**src/rtl/fnd_scan_ctrl.sv**
```systemverilog
// Time-multiplexed FND scan controller: owns the digit prescaler and scan index,
// snapshots the digit bus once per frame, and applies leading-zero blanking, DP and blink.
module fnd_scan_ctrl #(
    parameter int NUM_DIGITS   = 4,
    parameter int DIGIT_W      = 4,
    parameter int SCAN_DIV     = 100000,
    parameter int BLINK_FRAMES = 250,
    parameter int IDX_W        = $clog2(NUM_DIGITS)
) (
    input  logic                          i_clk,
    input  logic                          i_reset_n,
    input  logic                          i_enable,
    input  logic [NUM_DIGITS*DIGIT_W-1:0] i_digits,
    input  logic [NUM_DIGITS-1:0]         i_dp_mask,
    input  logic                          i_blank_lz,
    input  logic                          i_blink_en,
    input  logic [NUM_DIGITS-1:0]         i_blink_mask,
    output logic [DIGIT_W-1:0]            o_value,
    output logic [NUM_DIGITS-1:0]         o_digit_sel,
    output logic                          o_dp,
    output logic                          o_blank,
    output logic [IDX_W-1:0]              o_scan_idx
);

    localparam int DIV_W = $clog2(SCAN_DIV);
    localparam int FRM_W = (BLINK_FRAMES > 1) ? $clog2(BLINK_FRAMES) : 1;
    localparam logic [DIV_W-1:0] DIV_LAST = DIV_W'(SCAN_DIV - 1);
    localparam logic [IDX_W-1:0] IDX_LAST = IDX_W'(NUM_DIGITS - 1);
    localparam logic [FRM_W-1:0] FRM_LAST = FRM_W'(BLINK_FRAMES - 1);

    logic [DIV_W-1:0]      div;
    logic [IDX_W-1:0]      idx;
    logic [FRM_W-1:0]      frame_cnt;
    logic                  phase;
    logic [DIGIT_W-1:0]    snap_digits [NUM_DIGITS];
    logic [NUM_DIGITS-1:0] snap_dp;
    logic                  tick;
    logic                  wrap;
    logic                  upper_zero;
    logic [NUM_DIGITS-1:0] lz_blank;
    logic                  slot_blank;

    assign tick = i_enable && (div == DIV_LAST);
    assign wrap = tick && (idx == IDX_LAST);

    // NOTE: all state registers use non-blocking assignments so every process
    // samples the pre-edge values regardless of evaluation order.
    always_ff @(posedge i_clk or negedge i_reset_n) begin
        if (!i_reset_n) begin
            div <= '0;
            idx <= '0;
        end else if (i_enable) begin
            if (tick) begin
                div <= '0;
                idx <= (idx == IDX_LAST) ? '0 : idx + 1'b1;
            end else begin
                div <= div + 1'b1;
            end
        end
    end

    // NOTE: the snapshot file is reset on purpose: the first frame after reset
    // must show zeros, so this small register file cannot be left uninitialised.
    always_ff @(posedge i_clk or negedge i_reset_n) begin
        if (!i_reset_n) begin
            for (int k = 0; k < NUM_DIGITS; k++) snap_digits[k] <= '0;
            snap_dp <= '0;
        end else if (wrap) begin
            for (int k = 0; k < NUM_DIGITS; k++) snap_digits[k] <= i_digits[k*DIGIT_W +: DIGIT_W];
            snap_dp <= i_dp_mask;
        end
    end

    always_ff @(posedge i_clk or negedge i_reset_n) begin
        if (!i_reset_n) begin
            frame_cnt <= '0;
            phase     <= 1'b1;
        end else if (!i_blink_en) begin
            frame_cnt <= '0;
            phase     <= 1'b1;
        end else if (wrap) begin
            if (frame_cnt == FRM_LAST) begin
                frame_cnt <= '0;
                phase     <= ~phase;
            end else begin
                frame_cnt <= frame_cnt + 1'b1;
            end
        end
    end

    // NOTE: defaults first so no path through this block leaves a value held (no latch).
    always_comb begin
        upper_zero = 1'b1;
        lz_blank   = '0;
        for (int k = NUM_DIGITS - 1; k >= 0; k--) begin
            upper_zero  = upper_zero && (snap_digits[k] == '0);
            lz_blank[k] = i_blank_lz && (k != 0) && upper_zero;
        end
    end

    assign slot_blank = !i_enable || lz_blank[idx] || (i_blink_en && !phase && i_blink_mask[idx]);

    // Registered outputs keep the anode lines glitch-free and strictly one-hot.
    always_ff @(posedge i_clk or negedge i_reset_n) begin
        if (!i_reset_n) begin
            o_value     <= '0;
            o_digit_sel <= '1;
            o_dp        <= 1'b0;
            o_blank     <= 1'b1;
            o_scan_idx  <= '0;
        end else begin
            o_scan_idx <= idx;
            if (slot_blank) begin
                o_value     <= '0;
                o_digit_sel <= '1;
                o_dp        <= 1'b0;
                o_blank     <= 1'b1;
            end else begin
                o_value     <= snap_digits[idx];
                o_digit_sel <= ~(NUM_DIGITS'(1) << idx);
                o_dp        <= snap_dp[idx];
                o_blank     <= 1'b0;
            end
        end
    end

endmodule

```
**config.mk**
```make
export PLATFORM = sky130hd
export DESIGN_NAME = fnd_scan_ctrl
export DESIGN_NICKNAME = d
export VERILOG_FILES = /design/src/rtl/fnd_scan_ctrl.sv
export SDC_FILE = /design/constraint.sdc
export NUM_CORES = 1
export LEC_CHECK = 0
export BUFFER_PORTS_ARGS = -buffer_cell sky130_fd_sc_hd__buf_2
export CAP_MARGIN = 20
export CORE_UTILIZATION = 30
export CTS_BUF_LIST = sky130_fd_sc_hd__clkbuf_16
export DETAILED_ROUTE_END_ITERATION = 12
export HOLD_SLACK_MARGIN = 0.1
export PLACE_DENSITY = 0.46
export SLEW_MARGIN = 30
export SYNTH_ARGS = -nofsm -noshare
export SYNTH_HDL_FRONTEND = slang
export SYNTH_SLANG_ARGS = --single-unit
export TNS_END_PERCENT = 20
```
**constraint.sdc**
```tcl
create_clock -name i_clk -period 5.1 [get_ports i_clk]
set_input_delay 0.255 -clock i_clk [delete_from_list [all_inputs] [get_ports i_clk]]
set_output_delay 0.255 -clock i_clk [all_outputs]
set_load 0.01 [all_outputs]
```
# Word-level counts from Yosys, hierarchy flattened
# Cells that the tools add are included.
[totals]
reg_bits = 60
out_inout_bits = 12
wordCells = 67
[op_classes]
addsub = 3
magnitude_cmp = 2
n_eq_ne = 5
n_shift = 1
muxes = 21
bitwise_logic = 3
reduce_logical = 18
[op_table]
columns = ["op", "n"]
rows = [
  ["8-bit 2-to-1 mux", 3],
  ["17-bit by 1-bit adder with 17-bit output, second input constant", 1],
  ["17-bit == test, second input constant", 1],
  ["17-bit 2-to-1 mux", 1],
  ["4-bit 2-to-1 mux", 4],
  ["4-bit zero test", 3],
  ["1-bit logical AND", 9],
  ["8-bit by 1-bit adder with 8-bit output, second input constant", 1],
  ["4-bit binary-select mux with 2-bit select", 1],
  ["8-bit == test, second input constant", 1],
  ["1-bit 2-to-1 mux", 8],
  ["1-bit binary-select mux with 2-bit select", 3],
  ["2-bit by 1-bit inequality test with 1-bit output, second input constant", 2],
  ["4-bit inverter", 1],
  ["2-bit AND reduction", 2],
  ["1-bit by 2-bit left shift with 4-bit output, first input constant", 1],
  ["3-bit >= comparator, second input constant", 1],
  ["2-bit by 3-bit less-than comparator with 1-bit output, second input constant", 1],
  ["2-bit inverter with 3-bit output", 1],
  ["2-bit by 1-bit adder with 2-bit output, second input constant", 1],
  ["2-bit == test, second input constant", 1],
  ["1-bit zero test", 2],
  ["1-bit logical OR", 2],
  ["2-bit 2-to-1 mux", 1],
  ["1-bit inverter", 1],
]

# Longest topological paths before layout
[logic_depth]
word_depth = 9
mapped_depth = 6
mapped_depth_nobuf = 6

# Worst setup path after synthesis
# No wires, ideal clock.
[synth_path]
kind = "reg2reg"
startpoint = "reg div[11]"
endpoint = "reg frame_cnt[4]"
arrival_ps = 1606
required_ps = 4974
path_slack_ps = 3368
path_stages_with_launch = 6
cell_sequence = "dfrtp_1 nor4b_4 and4_2 nand3_4 buf_6 o311a_1"
[synth_via]
elab_chain_len = 4
[synth_rtl]
columns = ["element", "line_no", "text"]
rows = [
  ["from (decl)", "31", "logic [DIV_W-1:0] div;"],
  ["from (signal assigned)", "57", "div <= div + 1'b1;"],
  ["17-bit == test", "43", "assign tick = i_enable && (div == DIV_LAST);"],
  ["1-bit logical AND", "43", ""],
  ["1-bit logical AND", "44", "assign wrap = tick && (idx == IDX_LAST);"],
  ["2-bit by 1-bit inequality test with 1-bit output (no line)", "--", ""],
  ["to (signal assigned)", "86", "frame_cnt <= frame_cnt + 1'b1;"],
  ["to (decl)", "33", "logic [FRM_W-1:0] frame_cnt;"],
]
# No other way between the ends.
# A chain may end at the register's enable or synchronous reset.

# Final worst setup path
[layout_path]
startpoint = "reg idx[0]"
endpoint = "reg frame_cnt[6]"
[layout_via]
elab_chain_len = 3
[layout_rtl]
columns = ["element", "line_no", "text"]
rows = [
  ["from (decl)", "32", "logic [IDX_W-1:0] idx;"],
  ["from (signal assigned)", "55", "idx <= (idx == IDX_LAST) ? '0 : idx + 1'b1;"],
  ["2-bit == test", "44", ""],
  ["1-bit logical AND", "44", ""],
  ["2-bit by 1-bit inequality test with 1-bit output (no line)", "--", ""],
]
# No other way between the ends.

==> impl_metrics.csv <==
group,metric,value,unit
timing,final_hold_viol_count,0,
pwr,p_total,0.00125,W
placement,portBuffers,40,
global_routing,grt_pass1_vias,2101,
worst_setup_path,crit_family,"simple AND/OR/NAND/NOR gates",
global_routing,gr-total-overflow,0,
final_layout,insertedDiodeCount,0,
route,first_pass_iters,4,
route,postRouteAntennaNets,0,
worst_setup_path,cp_data_arrival_time,2.60,ns
worst_setup_path,path_class,"reg2reg",
job,cap_violations,0,
synth,synth_edf_count,0,
final_layout,final_cells,414,
final_layout,final_common_cell,"dfrtp_1",
synth,ys.warnings.count,0,
cts,cts_setup_buffers,0,
timing,slew_headroom,47.6,%
worst_setup_path,worstSetupStartpoint,"idx[0]$_DFFE_PN0P_",
global_routing,grt_max_degree,61,
final_layout,drive_gt1_share,33.7,%
route,drt_iter0_drc,57,
worst_setup_path,end_kind,"flop",
cts,cts_sinks,60,
pwr,seqPwrFrac,42.6,%
pwr,comb_power_share,7.3,%
pwr,p_int,0.000966,W
placement,dpl_worst_slack,2.73,ns
final_layout,syn2layout_area_growth,21.6,%
synth,synth_area_per_cell,12.2,sq um
die,num_rows,35,
synth,ys_seq_area_share,52.0,%
timing,setup_slack,2.71,ns
worst_setup_path,cpPeakStageDelay,0.68,ns
synth,synth_cell_types,50,
global_routing,grtUsageTotal,14.1,%
pwr,clkPwrFrac,50.0,%
synth,syn_nets,273,
worst_setup_path,crit_buf_inv,0,
timing,slew_viol_final,0,
die,io_pins,41,
final_layout,design_area,3530,sq um
die,start_util,31.1,%
pwr,power.density,354,nW/um^2
pwr,p_leak,1.58,nW
placement,gp_congestion,0.712,
synth,synth.cell_area,2900,sq um
placement,placed_cells,398,
cts,clk_latency,0.32,ns
global_routing,grt_pass1_wl,10800,microns
cts,cts.reportedPaths.clkPinSlew,0.05,ns
synth,ys_ff_latch,60,
route,avgRoutedWirePerCell,15.2,microns
worst_setup_path,slowest_stage,"dfrtp_1",
route,routed-via-count,2046,
cts,hold_buffers,0,
route,wl,6290,microns
timing,fin_tns_setup,0,ns
timing,layout_min_cycle_time,2.39,ns
cts,numCtsBuffers,9,
worst_setup_path,r2r-start,"idx[0]$_DFFE_PN0P_",
pwr,ir_worst_vdd,161,uV
final_layout,num-nets-final,316,
timing,rsz0062_at_grt,"no",
cts,cts_max_level,3,
worst_hold_path,hold_class,"in2async",
route,drc,0,
worst_setup_path,cp-start-kind,"flop",
timing,post-route-period-util,46.9,%
synth,synth_ff_type,"dfrtp_1",
pwr,switchingPower,0.000284,W
cts,cts_root_buf,"clkbuf_16",
die,die_x,100,microns
final_layout,layout_common_cells,"54 x dfrtp_1, 40 x buf_2, 22 x mux2_2, 14 x nand3_1, 13 x nand2_1",
cts,cts_buffer_depth,2,
die,die_area,10100,sq um
pwr,netSwitchingFraction,22.7,%
placement,place_area,3220,sq um
global_routing,antenna_found_initial,0,
status,status,"completed",
cts,tritoncts,"yes",
synth,syn_inst,237,
synth,synthArstFlopShare,100,%
timing,worst_slew_pin_slew,0.787,ns
timing,max_freq,418,MHz
die,dieHeight,100,microns
worst_setup_path,crit_chain,"ha_1, nand3_1, or2_0, o41ai_1",
timing,fin_skew,0.00652,ns
route,vias_per_cell,4.94,
worst_setup_path,required,5.30,ns
timing,setup_viol,0,
die,core,9330,sq um
cts,cts.repair.resized,0,
placement,place_hpwl,4290,microns
worst_setup_path,cp_max_fo,11,
-- final cells by class --
class	count	area, sq um
Sequential cell	60	1510
Timing Repair Buffer	41	208
Tap cell	129	161
Clock inverter	7	83.8
Inverter	8	30.0
Fill cell	915	5800
Clock buffer	9	225
Multi-Input combinational cell	160	1310
-- layer usage --
metal	up-vias	global-route usage, %	wire length, microns
met5	-	0	0
met4	0	6.69	80
met3	6	2.65	240
met2	44	20.4	2820
met1	1027	20.1	3150
li1	969	-	-
-- cell usage after synthesis (2+ instances only) --
| cell | n | area (sq um) |
|---|---|---|
| dfrtp_1 | 54 | 1350 |
| nand4_1 | 7 | 43.8 |
| nand3b_1 | 2 | 15.0 |
| nand2b_1 | 3 | 18.8 |
| xnor2_1 | 12 | 105 |
| buf_6 | 2 | 22.5 |
| mux4_2 | 6 | 135 |
| clkbuf_1 | 4 | 15.0 |
| dfstp_2 | 6 | 158 |
| inv_1 | 8 | 30.0 |
| nand2_1 | 13 | 48.8 |
| and4_1 | 4 | 35.0 |
| ha_1 | 7 | 87.6 |
| nor2_1 | 9 | 33.8 |
| buf_2 | 3 | 15.0 |
| nor3_1 | 5 | 25.0 |
| nor4_1 | 3 | 18.8 |
| nand3_1 | 14 | 70.1 |
| and2_1 | 3 | 18.8 |
| o311ai_0 | 4 | 35.0 |
| o21ai_0 | 5 | 25.0 |
| a21oi_1 | 4 | 20.0 |
| mux2_2 | 22 | 248 |
| and3_1 | 6 | 37.5 |
| or4_1 | 3 | 22.5 |
| o31ai_1 | 4 | 30.0 |
-- sequential cells by signal, summed over array words and instances, names as in the netlist --
signal,count
o_blank,1
o_scan_idx,2
snap_digits,16
frame_cnt,8
o_digit_sel,4
phase,1
o_dp,1
div,17
o_value,4
idx,2
snap_dp,4
-- worst paths after layout --
kind / end / slack [ns] / cells after the start
setup / recovery: frame_cnt[6]$_DFFE_PN0P_ / 2.71 / 4
hold / removal: snap_digits[14]$_DFFE_PN0P_ / 0.11 / 2
setup reg to reg: frame_cnt[6]$_DFFE_PN0P_ / 2.71 / 4
hold reg to reg: div[4]$_DFFE_PN0P_ / 0.50 / 1
max in group asynchronous: div[5]$_DFFE_PN0P_ / 4.47 / 2
min in group i_clk: snap_digits[3]$_DFFE_PN0P_ / 0.17 / 2
-- through the flow --
step | hold slack [ns] | utilization [%]
2_1_floorplan | -0.0406 | -
3_3_place_gp | 0.476 | 34.5
3_5_place_dp | 0.474 | 34.5
4_1_cts | 0.140 | 37.8
5_1_grt | 0.165 | 37.8
6_report | 0.111 | 37.8
-- kinds of logic (layout without fill, tap and decap cells) --
family / Yosys count / count (layout) / share of synthesized area, %
buf+inv: 17 / 65 / 2.84
fa+ha+maj: 7 / 7 / 3.02
xor+xnor: 13 / 13 / 3.92
compound gates: 30 / 30 / 7.67
simple gates: 82 / 82 / 17.4
flops: 60 / 60 / 52.0
mux: 28 / 28 / 13.2
-- power by group through the flow --
stage,Sequential [W],Combinational [W],Clock (W)
final,0.000533,0.0000918,0.000625
after floorplan,0.000534,0.0000578,0
after CTS,0.000532,0.0000933,0.000641
after global placement,0.000539,0.0000915,0
after detailed placement,0.000540,0.0000925,0
after global routing,0.000538,0.000106,0.000666
No activity file was read; power rests on OpenSTA's default activity.
